--- config.mk ---
export PLATFORM = sky130hd
export DESIGN_NAME = multi_req_server
export DESIGN_NICKNAME = d
export VERILOG_FILES = /design/src/rtl/multi_req_server.sv
export SDC_FILE = /design/constraint.sdc
export NUM_CORES = 1
export LEC_CHECK = 0
export CORE_AREA = 2 2 110 122
export CTS_CLUSTER_DIAMETER = 120
export DETAILED_ROUTE_END_ITERATION = 12
export DIE_AREA = 0 0 112 124
export HOLD_SLACK_MARGIN = 0.05
export PLACE_DENSITY = 0.76
export SLEW_MARGIN = 20
export SYNTH_ARGS = -nofsm -noshare
export SYNTH_HDL_FRONTEND = slang
export SYNTH_SLANG_ARGS = --single-unit
--- constraint.sdc ---
create_clock -name clk -period 2.3 [get_ports clk]
set_input_delay 0.46 -clock clk [delete_from_list [all_inputs] [get_ports clk]]
set_output_delay 0.46 -clock clk [all_outputs]
set_load 0.03 [all_outputs]
--- src/rtl/multi_req_server.sv ---
// Round-robin multi-channel request server: grant, fixed-latency service, backpressured response.
// Optional MULTI_REQ_SERVER_TRACE_EN adds simulation trace messages; logic and timing are unchanged.
module multi_req_server #(
    parameter int NUM_CH  = 4,
    parameter int DATA_W  = 32,
    parameter int LATENCY = 2
) (
    input  logic                                                 clk,
    input  logic                                                 rst,
    input  logic [NUM_CH-1:0]                                    req_valid,
    input  logic [NUM_CH*DATA_W-1:0]                             req_data,
    output logic [NUM_CH-1:0]                                    req_ready,
    output logic                                                 resp_valid,
    output logic [(($clog2(NUM_CH) > 0) ? $clog2(NUM_CH) : 1)-1:0] resp_ch,
    output logic [DATA_W-1:0]                                    resp_data,
    input  logic                                                 resp_ready,
    output logic                                                 busy,
    output logic [15:0]                                          accept_count
);

    localparam int CH_W  = ($clog2(NUM_CH) > 0) ? $clog2(NUM_CH) : 1;
    localparam int CNT_W = ($clog2(LATENCY) > 0) ? $clog2(LATENCY) : 1;

    localparam logic [1:0] IDLE  = 2'd0;
    localparam logic [1:0] GRANT = 2'd1;
    localparam logic [1:0] SERVE = 2'd2;
    localparam logic [1:0] RESP  = 2'd3;

    logic [1:0]        state_q, state_d;
    logic [CH_W-1:0]   ptr_q, ptr_d;
    logic [CH_W-1:0]   gnt_q, gnt_d;
    logic [NUM_CH-1:0] req_ready_q, req_ready_d;
    logic [CNT_W-1:0]  cnt_q, cnt_d;
    logic [DATA_W-1:0] data_q, data_d;
    logic              resp_valid_q, resp_valid_d;
    logic [CH_W-1:0]   resp_ch_q, resp_ch_d;
    logic [DATA_W-1:0] resp_data_q, resp_data_d;
    logic [15:0]       accept_count_q, accept_count_d;

    logic              arb_found;
    logic [CH_W-1:0]   arb_idx;
    logic [CH_W-1:0]   cand;
    logic              accept;

    // Search starts one past the last accepted channel so every requester gets a turn.
    always_comb begin
        arb_found = 1'b0;
        arb_idx   = '0;
        cand      = '0;
        for (int i = 1; i <= NUM_CH; i++) begin
            cand = CH_W'((int'(ptr_q) + i) % NUM_CH);
            if (!arb_found && req_valid[cand]) begin
                arb_found = 1'b1;
                arb_idx   = cand;
            end
        end
    end

    assign accept = (state_q == GRANT) && req_valid[gnt_q] && req_ready_q[gnt_q];

    always_comb begin
        state_d        = state_q;
        ptr_d          = ptr_q;
        gnt_d          = gnt_q;
        req_ready_d    = req_ready_q;
        cnt_d          = cnt_q;
        data_d         = data_q;
        resp_valid_d   = resp_valid_q;
        resp_ch_d      = resp_ch_q;
        resp_data_d    = resp_data_q;
        accept_count_d = accept_count_q;
        case (state_q)
            IDLE: begin
                if (arb_found) begin
                    gnt_d                = arb_idx;
                    req_ready_d          = '0;
                    req_ready_d[arb_idx] = 1'b1;
                    state_d              = GRANT;
                end
            end
            GRANT: begin
                req_ready_d = '0;
                if (accept) begin
                    data_d  = req_data[int'(gnt_q)*DATA_W +: DATA_W];
                    ptr_d   = gnt_q;
                    cnt_d   = CNT_W'(LATENCY - 1);
                    state_d = SERVE;
                    if (accept_count_q != 16'hFFFF) begin
                        accept_count_d = accept_count_q + 16'd1;
                    end
                end else begin
                    // Requester withdrew: abandon the grant without touching ptr or count.
                    state_d = IDLE;
                end
            end
            SERVE: begin
                if (cnt_q == '0) begin
                    resp_valid_d = 1'b1;
                    resp_ch_d    = gnt_q;
                    resp_data_d  = data_q + DATA_W'(1);
                    state_d      = RESP;
                end else begin
                    cnt_d = cnt_q - CNT_W'(1);
                end
            end
            RESP: begin
                if (resp_ready) begin
                    resp_valid_d = 1'b0;
                    state_d      = IDLE;
                end
            end
            default: state_d = IDLE;
        endcase
    end

    always_ff @(posedge clk or posedge rst) begin
        if (rst) begin
            state_q        <= IDLE;
            ptr_q          <= CH_W'(NUM_CH - 1);
            gnt_q          <= '0;
            req_ready_q    <= '0;
            cnt_q          <= '0;
            resp_valid_q   <= 1'b0;
            resp_ch_q      <= '0;
            resp_data_q    <= '0;
            accept_count_q <= '0;
        end else begin
            state_q        <= state_d;
            ptr_q          <= ptr_d;
            gnt_q          <= gnt_d;
            req_ready_q    <= req_ready_d;
            cnt_q          <= cnt_d;
            resp_valid_q   <= resp_valid_d;
            resp_ch_q      <= resp_ch_d;
            resp_data_q    <= resp_data_d;
            accept_count_q <= accept_count_d;
        end
    end

    // Captured payload is only consumed after a valid accept, so it needs no reset.
    always_ff @(posedge clk) begin
        data_q <= data_d;
    end

`ifdef MULTI_REQ_SERVER_TRACE_EN
    logic hello_done_q, hello_done_d;

    always_comb begin
        hello_done_d = hello_done_q | accept;
    end

    always_ff @(posedge clk or posedge rst) begin
        if (rst) hello_done_q <= 1'b0;
        else     hello_done_q <= hello_done_d;
    end

    always_ff @(posedge clk) begin
        if (!rst) begin
            if (accept) begin
                if (!hello_done_q) $display("hello world");
                $display("req accepted ch=%0d data=%h", gnt_q, req_data[int'(gnt_q)*DATA_W +: DATA_W]);
            end
            if (state_q == RESP && resp_ready) begin
                $display("resp ch=%0d data=%h", resp_ch_q, resp_data_q);
            end
        end
    end
`endif

    assign req_ready    = req_ready_q;
    assign resp_valid   = resp_valid_q;
    assign resp_ch      = resp_ch_q;
    assign resp_data    = resp_data_q;
    assign busy         = (state_q != IDLE);
    assign accept_count = accept_count_q;

endmodule

=== Word level (Yosys, flattened, before mapping) ===
Cells that the tools add are included.

* Register bits after elaboration: 94
* Bits of input ports: 135
* Output and inout bits: 56
* Word-level logic and storage cells: 91

* Add/sub/neg operators: 7
* Order comparisons: 7
* Eq/ne operators: 8
* Shift-type cells: 1
* Mux-type cells: 35
* Bitwise gates (word level): 1
* Reductions and logical operators: 22

{| class="wikitable"
|+ Operators by type and width
! cell !! number
|-
| indexed part select 128 x 8 -> 32 bit || 1
|-
| adder 32 x 1 -> 32 bit, second input constant || 1
|-
| < comparator 2 x 3 -> 1 bit, second input constant || 6
|-
| adder 16 x 1 -> 16 bit, second input constant || 1
|-
| two-way mux 2 bit || 8
|-
| inequality test 16 bit, second input constant || 1
|-
| two-way mux 1 bit || 15
|-
| binary-select mux 1 bit (select 2 bit) || 6
|-
| AND reduction 2 bit || 5
|-
| AND reduction 3 bit || 3
|-
| inequality test 2 bit, second input constant || 4
|-
| one-hot mux 2 bit (4 select lines) || 1
|-
| one-hot mux 4 bit (2 select lines) || 1
|-
| nonzero test 2 bit || 4
|-
| logical AND 1 bit || 6
|-
| adder 2 x 1 -> 2 bit, second input constant || 2
|-
| adder 2 bit, second input constant || 2
|-
| equality test 2 bit, second input constant || 2
|-
| two-way mux 4 bit || 1
|-
| one-hot mux 1 bit (2 select lines) || 2
|-
| zero test 1 bit || 3
|-
| demux 1 bit (select 2 bit) || 1
|-
| equality test 2 x 1 -> 1 bit, second input constant || 1
|-
| >= comparator 2 x 1 -> 1 bit, second input constant || 1
|-
| 3 further kinds || 3
|}

=== Depth between registers and ports, before layout ===
Gate-level depths: netlist (run 1).

* Word-level depth: 19
* Gate-level depth with buffers: 7
* Gate-level depth less buffers: 6

=== Least setup slack after synthesis (run 1) ===
No wires, ideal clock.

* Path type: reg2reg
* Start: reg req_ready_q[0], in the netlist req_ready[0]
* End: reg accept_count_q[4], in the netlist accept_count[4]
* Setup time: 0.136 ns
* Arrival: 2.297 ns
* Required time: 2.164 ns
* Slack: -0.134 ns
* Cell stages (with the launch flop): 7
* Buffers on the path: 0
* Clock period less this slack: 2.434 ns
* Cells stage by stage: dfrtp_1 -> a211oi_2 -> a311oi_2 -> nand2_2 -> clkinv_1 -> and4_1 -> xor2_1

* Longest elaborated chain between the ends: 4

{| class="wikitable"
|+ Ends and longest elaborated chain
! what !! RTL line !! RTL
|-
| start, declared || 32 || <nowiki>logic [NUM_CH-1:0] req_ready_q, req_ready_d;</nowiki>
|-
| start signal, assigned || 131 || <nowiki>req_ready_q <= req_ready_d;</nowiki>
|-
| binary-select mux 1 bit (select 2 bit) || 59 || <nowiki>assign accept = (state_q == GRANT) && req_valid[gnt_q] && req_ready_q[gnt_q];</nowiki>
|-
| two-way mux 1 bit (not written as such) || 59 ||
|-
| logical AND 1 bit || 59 ||
|-
| AND reduction 3 bit (no source line) || n/a ||
|-
| end signal, assigned || 136 || <nowiki>accept_count_q <= accept_count_d;</nowiki>
|-
| end, declared || 38 || <nowiki>logic [15:0] accept_count_q, accept_count_d;</nowiki>
|}

Every way passes these cells. The select of a mux whose other input is x is not followed.
A chain may end at the register's enable or synchronous reset.

=== Worst setup path after layout (run 1) ===
* Start: reg state_q[0]
* End: out busy

* Longest elaborated chain between the ends: 1

{| class="wikitable"
|+ Ends and longest elaborated chain
! what !! RTL line !! RTL
|-
| start, declared || 29 || <nowiki>logic [1:0] state_q, state_d;</nowiki>
|-
| start signal, assigned || 128 || <nowiki>state_q <= state_d;</nowiki>
|-
| nonzero test 2 bit || 174 || <nowiki>assign busy = (state_q != IDLE);</nowiki>
|-
| end, declared || 17 || <nowiki>output logic busy,</nowiki>
|}

Every way passes these cells.

==> impl_metrics.toml, run 1 <==
[outcome]
outcome = "finished, final reports clean"

[clock_tree]
root_buffer = "clkbuf_16"
htree_levels = 3
cts_resized = 0
cts_tree = "yes"
cts_buffers = 9
clk_pin_slew_worst_paths_ps = 60
post_cts_buffers = 0
clockBufferDepth = 2
clock_latency_ps = 330
clock-sinks = 94
holdBufCountCts = 0

[timing]
slew_violations = 0
finalClockSkew_ps = 6.90
max_freq_mhz = 458
tightest_slew_ps = 563
setup_viol = 0
hold_violations = 0
rsz0062_at_grt = "no"
fin_ws_ps = 115
finalCritPeriodShare = 0.950
relSlewSlack = 0.624
finalCriticalPeriod_ps = 2190

[grt]
grt_pass1_vias = 4090
grt_max_degree = 63
grt_pass1_wl_mm = 20.9
grt_use_total = 0.192
antenna_found_initial = 0
overflow = 0

[power]
peakVddDrop_v = 0.000788
leakagePower_nw = 2.82
power.density_nw_per_um2 = 1150
total_power_mw = 8.55

[logic_synthesis]
syn_inst = 404
synth_top_cells_by_area = "dfrtp_1 (30%), edfxtp_1 (19%), mux4_2 (15%), xor2_1 (5.5%), a21oi_1 (3.5%)"
synthArstFlopShare = 0.660
ys_seq_area_frac = 0.508
synth_compound_area_frac = 0.0597
yosys.area.top_type = "dfrtp_1"
synth_ff_type = "dfrtp_1"
synth_seq_cells = 94
synth_simple_gate_area_share = 0.163
synthMuxAreaShare = 0.164
synth_top_family_by_area = "multiplexers"
yosysMostFrequentCell = "dfrtp_1"
synth_area_um2 = 4950
synth_nets = 541
yosys.area_share.xor_xnor = 0.0761
synth_edf_count = 32
yosysUniqueCellTypes = 41
avgSynthCellArea_um2 = 12.2
yosysWarnings = 0
netlist.area_leader.share = 0.303
synth_fa_ha_area_frac = 0.00506
ys_top_cells_by_count = "dfrtp_1 (60), nor2_1 (38), a21oi_1 (35)"

[routing]
wl_mm = 13.6
drtIter0Drc = 180
wl_per_cell_um = 17.8
drc_errors = 0
final_antenna_net_count = 0
vias_per_cell = 5.30
num_vias = 4060
dr.pass1.iters = 4

[layout]
area_growth_pct = 49.9
nets = 741
diodes = 0
drive_gt1_frac = 0.151
fillers = 1048

[floorplanning]
chipWidth_um = 112
num_io_pins = 191
core_um2 = 12600
design.die.area_um2 = 13900
rows = 43
fp.dieH_um = 124
start_util = 0.393

[job]
maxCapViolations = 0

[setup_path]
critPathCaptureType = "primary output"
timing.critical_path.from = "state_q[0]"
rr_worst_depth = 6
cp-start-kind = "flip-flop"
required_ps = 1840
crit-reg2reg-capture = "accept_count[1]"
path_max_fanout = 6
worstPathArrival_ps = 1730
reg2reg_slack_ps = 350
critical_path_class = "flip-flop to primary output"
r2r_start = "accept_count[0]"

[hold_path]
worstHoldPathType = "flip-flop to flip-flop"
hold_end = "accept_count[5]"
holdPathStages = 1
hp-start = "accept_count[5]"

[placed_design]
place_ws_ps = -60.4
dp_hpwl_mm = 11.0
place.port_buffers = 190
gp_congestion = 0.929
-- critical path, stage by stage (launching register included) --
cell and delay, ps:
dfrtp_1 450, or2_2 340, clkdlybuf4s50_1 610
-- cells in the final DEF (no fill, tap or decap), drive strengths merged, types with 5 or more instances in the layout --
cell / instances
nor2: 39
clkinv: 5
nand2b: 5
nand2: 28
nand4: 12
nand3: 21
mux2: 8
and4: 7
clkdlybuf4s50: 190
and2: 5
clkbuf: 12
nor3: 9
nor4: 6
buf: 17
edfxtp: 32
mux4: 32
and3: 14
dfrtp: 60
a21oi: 35
inv: 7
xor2: 31
o21ai: 7
xnor2: 12
-- sequential cells by signal (all words and copies together), names as in the netlist, 2 cells and up, named ones only --
name,flops
resp_data,32
gnt_q,2
data_q,32
resp_ch,2
req_ready,4
accept_count,16
ptr_q,2
-- cell families after synthesis --
group,Yosys count
mux,40
simple gates,148
flops,94
buf+inv,26
compound gates,51
xor+xnor,43
fa+ha+maj,2
-- how the worst max path moves through the flow --
stage                     depth (start not counted)         endpoint  slack, ps
after floorplan                                   1        async pin        300
after global placement                            7  accept_count[8]         20
after detailed placement                          7  accept_count[8]        -60
after CTS                                         2             busy        120
after global routing                              2             busy         60
final                                             2             busy        110
-- layout make-up --
| cell class | count | area [µm²] | share of cell area |
|---|---|---|---|
| flip-flops and latches | 94 | 2520 | 0.339 |
| multi-input cells | 284 | 2320 | 0.313 |
| repair buffers | 207 | 2070 | 0.279 |
| clock buffers | 12 | 256 | 0.0346 |
| well taps | 157 | 196 | 0.0265 |
| clock inverters | 4 | 31.3 | 0.00422 |
| inverters | 8 | 31.3 | 0.00422 |
-- report_power, final --
part / switching [mW] / internal [mW]
combinational: 2.17 / 1.96
clock: 0.611 / 0.797
sequential: 0.504 / 2.51
-- stage by stage --
| step | hold WS (ps) | setup TNS (ps) | util | instance area (µm²) | cells |
|---|---|---|---|---|---|
| 3_5_place_dp | 488 | -157 | 0.566 | 7130 | 750 |
| 3_3_place_gp | 480 | 0 | 0.566 | 7130 | 750 |
| 5_1_grt | 511 | 0 | 0.589 | 7420 | 766 |
| 4_1_cts | 498 | 0 | 0.589 | 7420 | 766 |
| 2_1_floorplan | 466 | 0 | - | 4950 | 404 |
| 6_report | 494 | 0 | 0.589 | 7420 | 766 |
-- layer usage --
layer | global-route usage | routed length, µm | vias up
met1 | 0.239 | 5520 | 2005
met5 | 0 | 0 | -
met3 | 0.0394 | 813 | 15
li1 | - | - | 1902
met4 | 0.0678 | 270 | 0
met2 | 0.338 | 7020 | 138
No activity file was read; power rests on OpenSTA's default activity.
==> run 2: changes to the inputs <==
--- a/config.mk
+++ b/config.mk
@@ -5,12 +5,13 @@
 export SDC_FILE = /design/constraint.sdc
 export NUM_CORES = 1
 export LEC_CHECK = 0
-export CORE_AREA = 2 2 110 122
+export CORE_AREA = 2 2 108 121
+export CTS_BUF_LIST = sky130_fd_sc_hd__clkbuf_8
 export CTS_CLUSTER_DIAMETER = 120
 export DETAILED_ROUTE_END_ITERATION = 12
-export DIE_AREA = 0 0 112 124
-export HOLD_SLACK_MARGIN = 0.05
-export PLACE_DENSITY = 0.76
+export DIE_AREA = 0 0 110 123
+export HOLD_SLACK_MARGIN = 0.06
+export PLACE_DENSITY = 0.77
 export SLEW_MARGIN = 20
 export SYNTH_ARGS = -nofsm -noshare
 export SYNTH_HDL_FRONTEND = slang
==> impl_metrics.toml, run 2 (same netlist as run 1, synthesis figures left out) <==
[floorplanning]
rows = 43
core_um2 = 12300
start_util = 0.402
fp.dieH_um = 123
design.die.area_um2 = 13500
chipWidth_um = 110
num_io_pins = 191

[placed_design]
gp_congestion = 0.914
dpl.cell_count = 751
dp_hpwl_mm = 10.7
place.port_buffers = 190
dpl-instance-area_um2 = 7140
place_ws_ps = -3.25

[timing]
hold_violations = 0
finalCritPeriodShare = 0.966
relSlewSlack = 0.646
finalClockSkew_ps = 8.27
tightest_slew_ps = 528
slew_violations = 0
fin_ws_ps = 77.7
setup_viol = 0
fin_tns_setup_ps = 0
finalCriticalPeriod_ps = 2220
max_freq_mhz = 450
rsz0062_at_grt = "no"

[power]
total_power_mw = 8.17
peakVddDrop_v = 0.000710
leakagePower_nw = 2.78
power.density_nw_per_um2 = 1120

[setup_path]
critPathSlowestCell = "clkdlybuf4s50_1"
cp_cell_sequence = "or2_2 -> clkdlybuf4s50_1"
cp-start-kind = "flip-flop"
critPathCaptureType = "primary output"
critical_path_class = "flip-flop to primary output"
path_max_fanout = 6
cpPeakStageDelay_ps = 610
worstPathArrival_ps = 1760
reg2reg_slack_ps = 320
required_ps = 1840

[layout]
mostFrequentLayoutCells = "clkdlybuf4s50_1 (190), dfrtp_1 (59), nor2_1 (37), a21oi_1 (35)"
regArea_um2 = 2520
diodes = 0
multi_input_area_um2 = 2320
nets = 742
area_growth_pct = 48.0
drive_gt1_frac = 0.152
fin_area_um2 = 7320
fin_cells = 767
layout_commonest_cell = "clkdlybuf4s50_1"
fillers = 1035

[grt]
antenna_found_initial = 0
grt_pass1_wl_mm = 21.1
grt_use_total = 0.208
overflow = 0
grt_max_degree = 63
grt_pass1_vias = 4100

[routing]
drc_errors = 0
dr.pass1.iters = 4
wl_mm = 13.3
vias_per_cell = 5.22
final_antenna_net_count = 0
drtIter0Drc = 155
wl_per_cell_um = 17.4
num_vias = 4003

[clock_tree]
holdBufCountCts = 0
clk_pin_slew_worst_paths_ps = 90
clock_latency_ps = 360
htree_levels = 3
post_cts_buffers = 0
clock-sinks = 94
clockBufferDepth = 2
cts_tree = "yes"
root_buffer = "clkbuf_8"
cts_resized = 0
cts_buffers = 9

[outcome]
outcome = "finished, final reports clean"

[hold_path]
worstHoldPathType = "input pin to async pin"

[job]
maxCapViolations = 0
## run 2: worst max-delay path, delay by kind of cell, from the launching register on
family | cells | cell delay, ps
buf+inv | 1 | 610
flops | 1 | 460
simple gates | 1 | 330
## run 2: path summary, 6_finish.rpt
check | cells past startpoint | end | from
worst min-delay path | 3 | resp_data[27] | rst
min in group clk | 1 | accept_count[5] | accept_count[5]
worst max register to register | 6 | accept_count[1] | accept_count[0]
worst min register to register | 1 | accept_count[5] | accept_count[5]
max in group asynchronous | 3 | ptr_q[1] | rst
worst max-delay path | 2 | busy | state_q[0]
## run 2: power breakdown
part | internal, mW | switching (mW)
Clock | 0.450 | 0.572
Combinational | 1.96 | 2.19
Sequential | 2.50 | 0.499
Total | 4.91 | 3.26
## run 2: layout make-up
type | instances | area share
Timing Repair Buffer | 208 | 0.283
Sequential cell | 94 | 0.344
Clock inverter | 5 | 0.00444
Clock buffer | 11 | 0.0207
Multi-Input combinational cell | 284 | 0.317
Inverter | 8 | 0.00427
Tap cell | 157 | 0.0268
## run 2: per-stage QoR
| step | hold WS, ps | util |
|---|---|---|
| finish | 474 | 0.594 |
| global route | 505 | 0.594 |
| CTS | 483 | 0.594 |
| detailed placement | 484 | 0.579 |
| global placement | 484 | 0.579 |
| floorplan | 466 | - |
## run 2: routing by layer
layer	up-vias	wire length (µm)	share of wire	global-route usage
met1	1942	5330	0.40	0.259
met4	0	322	0.024	0.0823
li1	1905	-	-	-
met2	129	7040	0.53	0.359
met5	-	0	0	0
met3	27	627	0.047	0.0327
